**src/rtl/lbist_sequencer_if.sv**
```systemverilog
// Handshake bundle between the LBIST sequencer (master) and the BIST datapath (slave).
// The abort input exists only when LBIST_SEQ_ABORT_EN is defined.
interface lbist_sequencer_if #(
  parameter int unsigned SEEDS     = 10,
  parameter int unsigned MISR_SIZE = 16
);
  localparam int unsigned SEED_W = (SEEDS > 1) ? $clog2(SEEDS) : 1;

  logic                 start;
  logic [MISR_SIZE-1:0] misr_sig;
`ifdef LBIST_SEQ_ABORT_EN
  logic                 abort;
`endif
  logic                 lfsr_load;
  logic [SEED_W-1:0]    seed_idx;
  logic                 lfsr_en;
  logic                 misr_clear;
  logic                 misr_en;
  logic                 test_mode;
  logic                 lbist_en;
  logic                 test_en;
  logic                 busy;
  logic                 done;
  logic                 go_nogo;

  modport master (
`ifdef LBIST_SEQ_ABORT_EN
    input  abort,
`endif
    input  start, misr_sig,
    output lfsr_load, seed_idx, lfsr_en, misr_clear, misr_en, test_mode,
    output lbist_en, test_en, busy, done, go_nogo
  );

  modport slave (
`ifdef LBIST_SEQ_ABORT_EN
    output abort,
`endif
    output start, misr_sig,
    input  lfsr_load, seed_idx, lfsr_en, misr_clear, misr_en, test_mode,
    input  lbist_en, test_en, busy, done, go_nogo
  );
endinterface

```
**src/rtl/lbist_sequencer.sv**
```systemverilog
// Logic-BIST control FSM: seed/pattern schedule, chain flush and MISR signature verdict.
// Optional feature: define LBIST_SEQ_ABORT_EN to add an abort input that cancels a run.
module lbist_sequencer #(
  parameter int unsigned          SEEDS     = 10,
  parameter int unsigned          LOOPS     = 200,
  parameter int unsigned          SCAN_LEN  = 24,
  parameter int unsigned          MISR_SIZE = 16,
  parameter logic [MISR_SIZE-1:0] MISR_GOLD = MISR_SIZE'(13984)
) (
  input  logic               i_clk,
  input  logic               i_rst,
  lbist_sequencer_if.master  bus
);
  localparam int unsigned SEED_W = (SEEDS > 1) ? $clog2(SEEDS) : 1;
  localparam int unsigned SHW    = (SCAN_LEN > 1) ? $clog2(SCAN_LEN) : 1;
  localparam int unsigned LPW    = $clog2(LOOPS + 1);

  typedef enum logic [2:0] {
    StIdle, StLoad, StShift, StCapture, StUnload, StCompare, StDone
  } state_e;

  state_e            r_state, w_state_next;
  logic [SHW-1:0]    r_shift_cnt, w_shift_next;
  logic [LPW-1:0]    r_loop_cnt, w_loop_next, w_loop_inc;
  logic [SEED_W-1:0] r_seed_idx, w_seed_next;
  logic              r_go_nogo, w_go_next;
  logic              w_shift_last;
  logic              w_busy;

  assign w_shift_last = (r_shift_cnt == SHW'(SCAN_LEN - 1));
  assign w_loop_inc   = r_loop_cnt + LPW'(1);
  assign w_busy       = (r_state != StIdle) && (r_state != StDone);

  always_ff @(posedge i_clk or posedge i_rst) begin
    if (i_rst) begin
      r_state     <= StIdle;
      r_shift_cnt <= '0;
      r_loop_cnt  <= '0;
      r_seed_idx  <= '0;
      r_go_nogo   <= 1'b0;
    end else begin
      r_state     <= w_state_next;
      r_shift_cnt <= w_shift_next;
      r_loop_cnt  <= w_loop_next;
      r_seed_idx  <= w_seed_next;
      r_go_nogo   <= w_go_next;
    end
  end

  always_comb begin
    w_state_next = r_state;
    w_shift_next = r_shift_cnt;
    w_loop_next  = r_loop_cnt;
    w_seed_next  = r_seed_idx;
    w_go_next    = r_go_nogo;
    unique case (r_state)
      StIdle, StDone: begin
        w_seed_next  = '0;
        w_shift_next = '0;
        w_loop_next  = '0;
        if (bus.start) begin
          w_state_next = StLoad;
          w_go_next    = 1'b0;
        end
      end
      StLoad: begin
        w_state_next = StShift;
        w_shift_next = '0;
        w_loop_next  = '0;
      end
      StShift: begin
        if (w_shift_last) begin
          w_state_next = StCapture;
          w_shift_next = '0;
        end else begin
          w_shift_next = r_shift_cnt + SHW'(1);
        end
      end
      StCapture: begin
        w_loop_next = w_loop_inc;
        if (w_loop_inc < LPW'(LOOPS)) begin
          w_state_next = StShift;
        end else if (r_seed_idx < SEED_W'(SEEDS - 1)) begin
          w_seed_next  = r_seed_idx + SEED_W'(1);
          w_state_next = StLoad;
        end else begin
          w_state_next = StUnload;
        end
      end
      StUnload: begin
        if (w_shift_last) begin
          w_state_next = StCompare;
          w_shift_next = '0;
        end else begin
          w_shift_next = r_shift_cnt + SHW'(1);
        end
      end
      StCompare: begin
        w_go_next    = (bus.misr_sig == MISR_GOLD);
        w_seed_next  = '0;
        w_state_next = StDone;
      end
      default: w_state_next = StIdle;
    endcase
`ifdef LBIST_SEQ_ABORT_EN
    // Abort only cancels a run in progress; in IDLE/DONE start keeps priority.
    if (w_busy && bus.abort) begin
      w_state_next = StIdle;
      w_shift_next = '0;
      w_loop_next  = '0;
      w_seed_next  = '0;
      w_go_next    = 1'b0;
    end
`endif
  end

  always_comb begin
    bus.lfsr_load  = 1'b0;
    bus.lfsr_en    = 1'b0;
    bus.misr_clear = 1'b0;
    bus.misr_en    = 1'b0;
    bus.test_mode  = 1'b0;
    bus.lbist_en   = w_busy;
    case (r_state)
      StLoad: begin
        bus.lfsr_load  = 1'b1;
        bus.misr_clear = (r_seed_idx == '0);
      end
      StShift: begin
        bus.test_mode = 1'b1;
        bus.lfsr_en   = 1'b1;
        // First pass of seed 0 unloads functional-mode state, so keep it out of the MISR.
        bus.misr_en   = !((r_seed_idx == '0) && (r_loop_cnt == '0));
      end
      StUnload: begin
        bus.test_mode = 1'b1;
        bus.misr_en   = 1'b1;
      end
      default: ;
    endcase
  end

  assign bus.seed_idx = r_seed_idx;
  assign bus.test_en  = bus.lbist_en;
  assign bus.busy     = w_busy;
  assign bus.done     = (r_state == StDone);
  assign bus.go_nogo  = r_go_nogo;
endmodule

```
**src/flat_wrapper.sv**
```systemverilog
// flat-port wrapper written by rule: the top's interface ports become plain ports
module lbist_sequencer_flat 
#(
  parameter int unsigned          SEEDS     = 10,
  parameter int unsigned          LOOPS     = 200,
  parameter int unsigned          SCAN_LEN  = 24,
  parameter int unsigned          MISR_SIZE = 16,
  parameter logic [MISR_SIZE-1:0] MISR_GOLD = MISR_SIZE'(13984)
)
  (i_clk, i_rst, bus_start, bus_misr_sig, bus_lfsr_load, bus_seed_idx, bus_lfsr_en, bus_misr_clear, bus_misr_en, bus_test_mode, bus_lbist_en, bus_test_en, bus_busy, bus_done, bus_go_nogo);
  lbist_sequencer_if #(.SEEDS(SEEDS), .MISR_SIZE(MISR_SIZE)) bus_i ();
  input  logic i_clk;
  input  logic i_rst;
  input wire logic [$bits(bus_i.start)-1:0] bus_start;
  input wire logic [$bits(bus_i.misr_sig)-1:0] bus_misr_sig;
  output wire logic [$bits(bus_i.lfsr_load)-1:0] bus_lfsr_load;
  output wire logic [$bits(bus_i.seed_idx)-1:0] bus_seed_idx;
  output wire logic [$bits(bus_i.lfsr_en)-1:0] bus_lfsr_en;
  output wire logic [$bits(bus_i.misr_clear)-1:0] bus_misr_clear;
  output wire logic [$bits(bus_i.misr_en)-1:0] bus_misr_en;
  output wire logic [$bits(bus_i.test_mode)-1:0] bus_test_mode;
  output wire logic [$bits(bus_i.lbist_en)-1:0] bus_lbist_en;
  output wire logic [$bits(bus_i.test_en)-1:0] bus_test_en;
  output wire logic [$bits(bus_i.busy)-1:0] bus_busy;
  output wire logic [$bits(bus_i.done)-1:0] bus_done;
  output wire logic [$bits(bus_i.go_nogo)-1:0] bus_go_nogo;
  assign bus_i.start = bus_start;
  assign bus_i.misr_sig = bus_misr_sig;
  assign bus_lfsr_load = bus_i.lfsr_load;
  assign bus_seed_idx = bus_i.seed_idx;
  assign bus_lfsr_en = bus_i.lfsr_en;
  assign bus_misr_clear = bus_i.misr_clear;
  assign bus_misr_en = bus_i.misr_en;
  assign bus_test_mode = bus_i.test_mode;
  assign bus_lbist_en = bus_i.lbist_en;
  assign bus_test_en = bus_i.test_en;
  assign bus_busy = bus_i.busy;
  assign bus_done = bus_i.done;
  assign bus_go_nogo = bus_i.go_nogo;
  lbist_sequencer #(.SEEDS(SEEDS), .LOOPS(LOOPS), .SCAN_LEN(SCAN_LEN), .MISR_SIZE(MISR_SIZE), .MISR_GOLD(MISR_GOLD)) u_core (.i_clk(i_clk), .i_rst(i_rst), .bus(bus_i));
endmodule
```
**config.mk**
```make
export PLATFORM = sky130hd
export DESIGN_NAME = lbist_sequencer_flat
export DESIGN_NICKNAME = d
export VERILOG_FILES = /design/src/rtl/lbist_sequencer_if.sv /design/src/rtl/lbist_sequencer.sv /design/src/flat_wrapper.sv
export SDC_FILE = /design/constraint.sdc
export NUM_CORES = 1
export LEC_CHECK = 0
export CORE_AREA = 2 2 49 74
export CTS_CLUSTER_DIAMETER = 30
export DETAILED_ROUTE_END_ITERATION = 8
export DIE_AREA = 0 0 51 76
export GPL_TIMING_DRIVEN = 0
export PLACE_DENSITY = 0.74
export SYNTH_ARGS = -nofsm -noshare
export SYNTH_HDL_FRONTEND = slang
export SYNTH_SLANG_ARGS = --single-unit
```
**constraint.sdc**
```tcl
create_clock -name i_clk -period 2.3 [get_ports i_clk]
set_clock_uncertainty 0.2 [all_clocks]
set_input_delay 0.46 -clock i_clk [delete_from_list [all_inputs] [get_ports i_clk]]
set_output_delay 0.46 -clock i_clk [all_outputs]
set_load 0.02 [all_outputs]
```
Yosys cells after proc, flatten, opt, wreduce, memory -nomap -nowiden
Cells that the tools add are included. W data, S select, Z words.

Bits in registers: 21. Logic and storage cells: 61.

$add $sub $neg: 3. Equality and inequality tests: 14. Magnitude comparators: 2. Mux-type cells: 19. Reductions and logical operators: 18.

Operator list (number): $pmux W3 S6 (1); $eq A16 B14 Y1 const B (1); $pmux W8 S2 (1); $mux W3 (5); $pmux W5 S2 (1); $eq A3 B3 Y1 const B (3); $add A8 B1 Y8 const B (1); $logic_not A8 Y1 (1); $lt A8 B8 Y1 const B (1); $mux W4 (2); $pmux W4 S2 (1); $reduce_bool A2 Y1 (4); $eq A3 B2 Y1 const B (2); $ne A2 B1 Y1 const B (3); $reduce_and A3 Y1 (2); $reduce_or A3 Y1 (2); $add A5 B1 Y5 const B (1); $eq A5 B5 Y1 const B (1); $mux W1 (5); $mux W5 (1); $add A4 B1 Y4 const B (1); $logic_not A4 Y1 (1); $lt A4 B4 Y1 const B (1); $ne A2 B2 Y1 const B (2); 9 further kinds (12).

Longest topological paths before layout
Depth after elaboration: 4. Mapped depth: 8. Mapped depth without buffers: 7.

Worst setup path after synthesis
Ideal clock, no wire load.

Path kind: register to output. Start point: register u_core.r_state[1]. End point: output bus_misr_clear. Arrival time: 1.551 ns. Path slack: 0.089 ns. Stages on the path, launching flop included: 5. Data required time: 1.640 ns. Path through: dfrtp_1 > clkbuf_2 > clkbuf_1 > nor3_1 > and2_1.

Cells in the longest elaborated chain, start to end: 2.

RTL lines: from (decl) (RTL line lbist_sequencer.sv:22) `state_e r_state, w_state_next;`; from (signal assigned) (RTL line lbist_sequencer.sv:36) `r_state <= StIdle;`; from (signal assigned) (RTL line lbist_sequencer.sv:42) `r_state <= w_state_next;`; $eq A3 B1 Y1 (RTL line lbist_sequencer.sv:124) `case (r_state)`; $mux W1 (RTL line lbist_sequencer.sv:124); to (decl) (RTL line flat_wrapper.sv:19) `output wire logic [$bits(bus_i.misr_clear)-1:0] bus_misr_clear;`.

No other way between the ends.

Worst setup path in the final report
Start point: register u_core.r_state[2]. End point: output bus_lbist_en.

Cells in the longest elaborated chain, start to end: 2. Elaborated cells between the ends (all ways): 3. Classes of those cells: 1 x eq/ne; 2 x reduce/logical.

RTL lines: $ne A3 B3 Y1 / $reduce_bool A3 Y1 (equally long branches) (RTL line lbist_sequencer.sv:32) `assign w_busy = (r_state != StIdle) && (r_state != StDone);`; $logic_and A1 B1 Y1 * (RTL line lbist_sequencer.sv:32); to (decl) (RTL line flat_wrapper.sv:22) `output wire logic [$bits(bus_i.lbist_en)-1:0] bus_lbist_en;`.

Every way passes the cells marked *; elsewhere a longest branch is shown, timed or not.

==> results.md <==
* HP Class: reg -> reg
* Total core area at 0.003286 mm²
* Filler Cell Count at 276
* Async SR Flop Fraction at 1.000
* Grt ovf at 0
* Peak supply drop at 0.2910 mV
* Vias at 1496
* Vias in the first global route at 1425
* Cell Area, Synth at 0.001391 mm²
* Min Clock Period, post-route at 2289 ps
* Synth Flop Type: dfrtp_1
* Setup crit start: u_core.r_state[2]
* Endpoints failing setup at 0
* Mapped Avg Cell Area at 8.331 µm²
* Share of post-route cells with drive strength above 1 at 0.2838
* Post-synth net total at 191
* Yosys reg bits at 21
* HP Start: u_core.r_loop_cnt[6]
* Synth unique cells at 40
* Initial antenna violation count at 0
* Max-slew violations at 0
* Crit. End Element: output port
* Synth top area cells: dfrtp_1 38%, nand2_1 5.1%, ha_1 4.5%
* Setup TNS at 0 ps
* Final Hold Violating Endpoints at 0
* Post-synthesis sequential area ratio at 0.3777
* Die Ht at 76 µm
* Starting Density at 0.4235
* Clk sink count at 21
* Routed vias/inst at 5.667
* Global-route wire length before repair at 6.396 mm
* Number of buffers created by CTS at 3
* Crit path launch type: flop
* CTS Buffer Depth at 2
* Nets at 247
* Num rows at 26
* FMAX at 436.9 MHz
* Required @ worst endpoint at 1640 ps
* RSZ-0062 raised after global routing: true
* Die area at 0.003876 mm²
* Antenna-violating nets left at 0
* Kind of critical path: reg -> out
* Cts-stage hold buffer count at 0
* H-Tree Depth at 1
* Routability cong. at 0.8660
* PnR Total Power at 0.6591 mW
* Storage element area at 529.3 µm²
* Root buf cell: clkbuf_8
* R2r startpoint: u_core.r_loop_cnt[1]
* Drt pass-1 iters at 5
* Final period util at 0.9952
* Die W at 51 µm
* Status: finished, final reports clean
* Synth area leader: dfrtp_1
* CTS clk-pin slew, worst paths at 80 ps
* IO Count at 33
* Area growth syn-to-layout at 50.81%
* Tot GR Track Use at 0.2106
* Combined area of the multi-input logic cells at 895.9 µm²
* Synth warnings at 0
* Aggregate routed wire length at 4.151 mm
* Leakage power at 0.8739 nW
* Max-slew headroom at 0.4417
* Port Buffers at 32
* DR iter-0 viols at 54
* CTS tree: yes
* # DRC at 0
* Largest net degree at the start of global routing at 22
* Pwr dens at 314.1 mW/mm²
* Worst skew pair latency at 270 ps
* Gate Count Post-Synth at 167
* Least-Margin Pin Slew at 836.5 ps
* Crit-path max FO at 5
* Number of flops mapped to enable cells by yosys at 0
* Diode count at 0
* Routed WL per cell at 15.72 µm
* Max-Cap Viols at 0
* Detailed Place HPWL at 2.780 mm
* Worst path arrival time at 1630 ps
* Synth top area share at 0.3777
[where the power goes]
| part | internal (mW) | switching [mW] |
|---|---|---|
| Clock | 0.121 | 0.127 |
| Sequential | 0.369 | 0 |
| Combinational | 0.0291 | 0.0136 |
[cell type report]
| type | instances | area share |
|---|---|---|
| multi-input combinational | 127 | 0.4270 |
| clock buffer | 3 | 0.01968 |
| buffer | 9 | 0.03876 |
| sequential | 21 | 0.2522 |
| timing repair buffer | 52 | 0.2188 |
| tap | 42 | 0.02504 |
| clock inverter | 1 | 0.002385 |
| inverter | 9 | 0.01610 |
[cell usage in the layout (no fill, tap or decap), types with 2 or more instances in the layout]
cell	n
xnor2_1	3
clkbuf_2	3
dfrtp_2	3
buf_4	18
clkbuf_4	3
ha_1	4
dlygate4sd2_1	2
or3_4	2
nand2b_1	3
inv_2	2
nand3_1	4
clkdlybuf4s50_1	23
buf_6	8
nor2_1	11
o31ai_1	2
o21a_1	2
nor3_1	7
o22ai_1	2
and3_4	2
a21oi_1	11
o21ai_0	12
nor2_4	2
inv_1	7
clkbuf_8	3
and2_1	3
nor4b_1	5
buf_2	3
a41oi_1	4
nand2_1	19
dfrtp_1	18
nand4_1	4
mux2i_1	3
[registers in the layout (all words and copies together), names as in the netlist]
name	cells
u_core.r_loop_cnt	8
u_core.bus.seed_idx	4
u_core.r_shift_cnt	5
u_core.bus.go_nogo	1
u_core.r_state	3
[synth_stat cells, types with 2 or more instances]
cell type	n
dfrtp_1	21
nand2_1	19
nor2_1	14
a21oi_1	12
o21ai_0	12
inv_1	9
nor3_1	8
nor4b_1	6
clkbuf_1	5
ha_1	5
nand3_1	5
a41oi_1	4
nand4_1	4
and2_1	3
mux2i_1	3
nand2b_1	3
xnor2_1	3
and3_1	2
buf_4	2
clkbuf_2	2
nor2b_1	2
o21a_1	2
o22ai_1	2
o31ai_1	2
or3_1	2
[stage by stage]
| stage | setup WS (ps) | cells | instance area [µm²] | hold WS [ps] | utilization |
|---|---|---|---|---|---|
| 5_1_grt | -90.12 | 264 | 2098 | 436.3 | 0.6386 |
| 3_3_place_gp | -240.2 | 241 | 1764 | 327.2 | 0.5369 |
| 3_5_place_dp | -267.2 | 241 | 1764 | 354.0 | 0.5369 |
| 2_1_floorplan | 88.82 | 167 | 1391 | 236.5 | - |
| 4_1_cts | -134.3 | 250 | 1881 | 341.6 | 0.5724 |
| 6_report | 11.03 | 264 | 2098 | 370.9 | 0.6386 |
[critical path: stages, from the launching register on]
cell,delay [ps]
dfrtp_1,420
buf_8,140
nor2b_4,130
or3_4,410
buf_6,130
buf_6,120
[timing repair]
item | 4_1_cts | 5_1_grt
setup buffers | 5 | 15
pin swaps | 2 | 9
endpoints found under the setup margin | 13 | 12
resized for setup | 36 | 44
[routing by layer]
layer / track usage / routed length, µm / up-vias
li1: - / - / 708
met1: 0.2354 / 1571 / 721
met2: 0.3857 / 2317 / 48
met3: 0.01765 / 106 / 19
met4: 0.09730 / 155 / 0
met5: 0 / 0 / -
[final timing paths]
check,to,slack [ps],cells past startpoint
min in group asynchronous,u_core.bus.seed_idx[0],460,2
max in group asynchronous,u_core.r_state[1],880,2
worst min register to register,u_core.r_loop_cnt[6],370,2
worst max-delay path,bus_lbist_en,10,5
worst min-delay path,u_core.r_loop_cnt[6],370,2
worst max register to register,u_core.bus.seed_idx[1],20,8
[cell families after synthesis]
family,Yosys count,synth area share
buffers and inverters,19,0.05935
AO/OA/AOI/OAI,41,0.1861
flip-flops,21,0.3777
multiplexers,3,0.02158
adder cells (fa/ha/maj),5,0.04496
XOR/XNOR,4,0.02518
AND/OR/NAND/NOR,74,0.2851
Note: power is estimated with default switching activity, not from simulation.
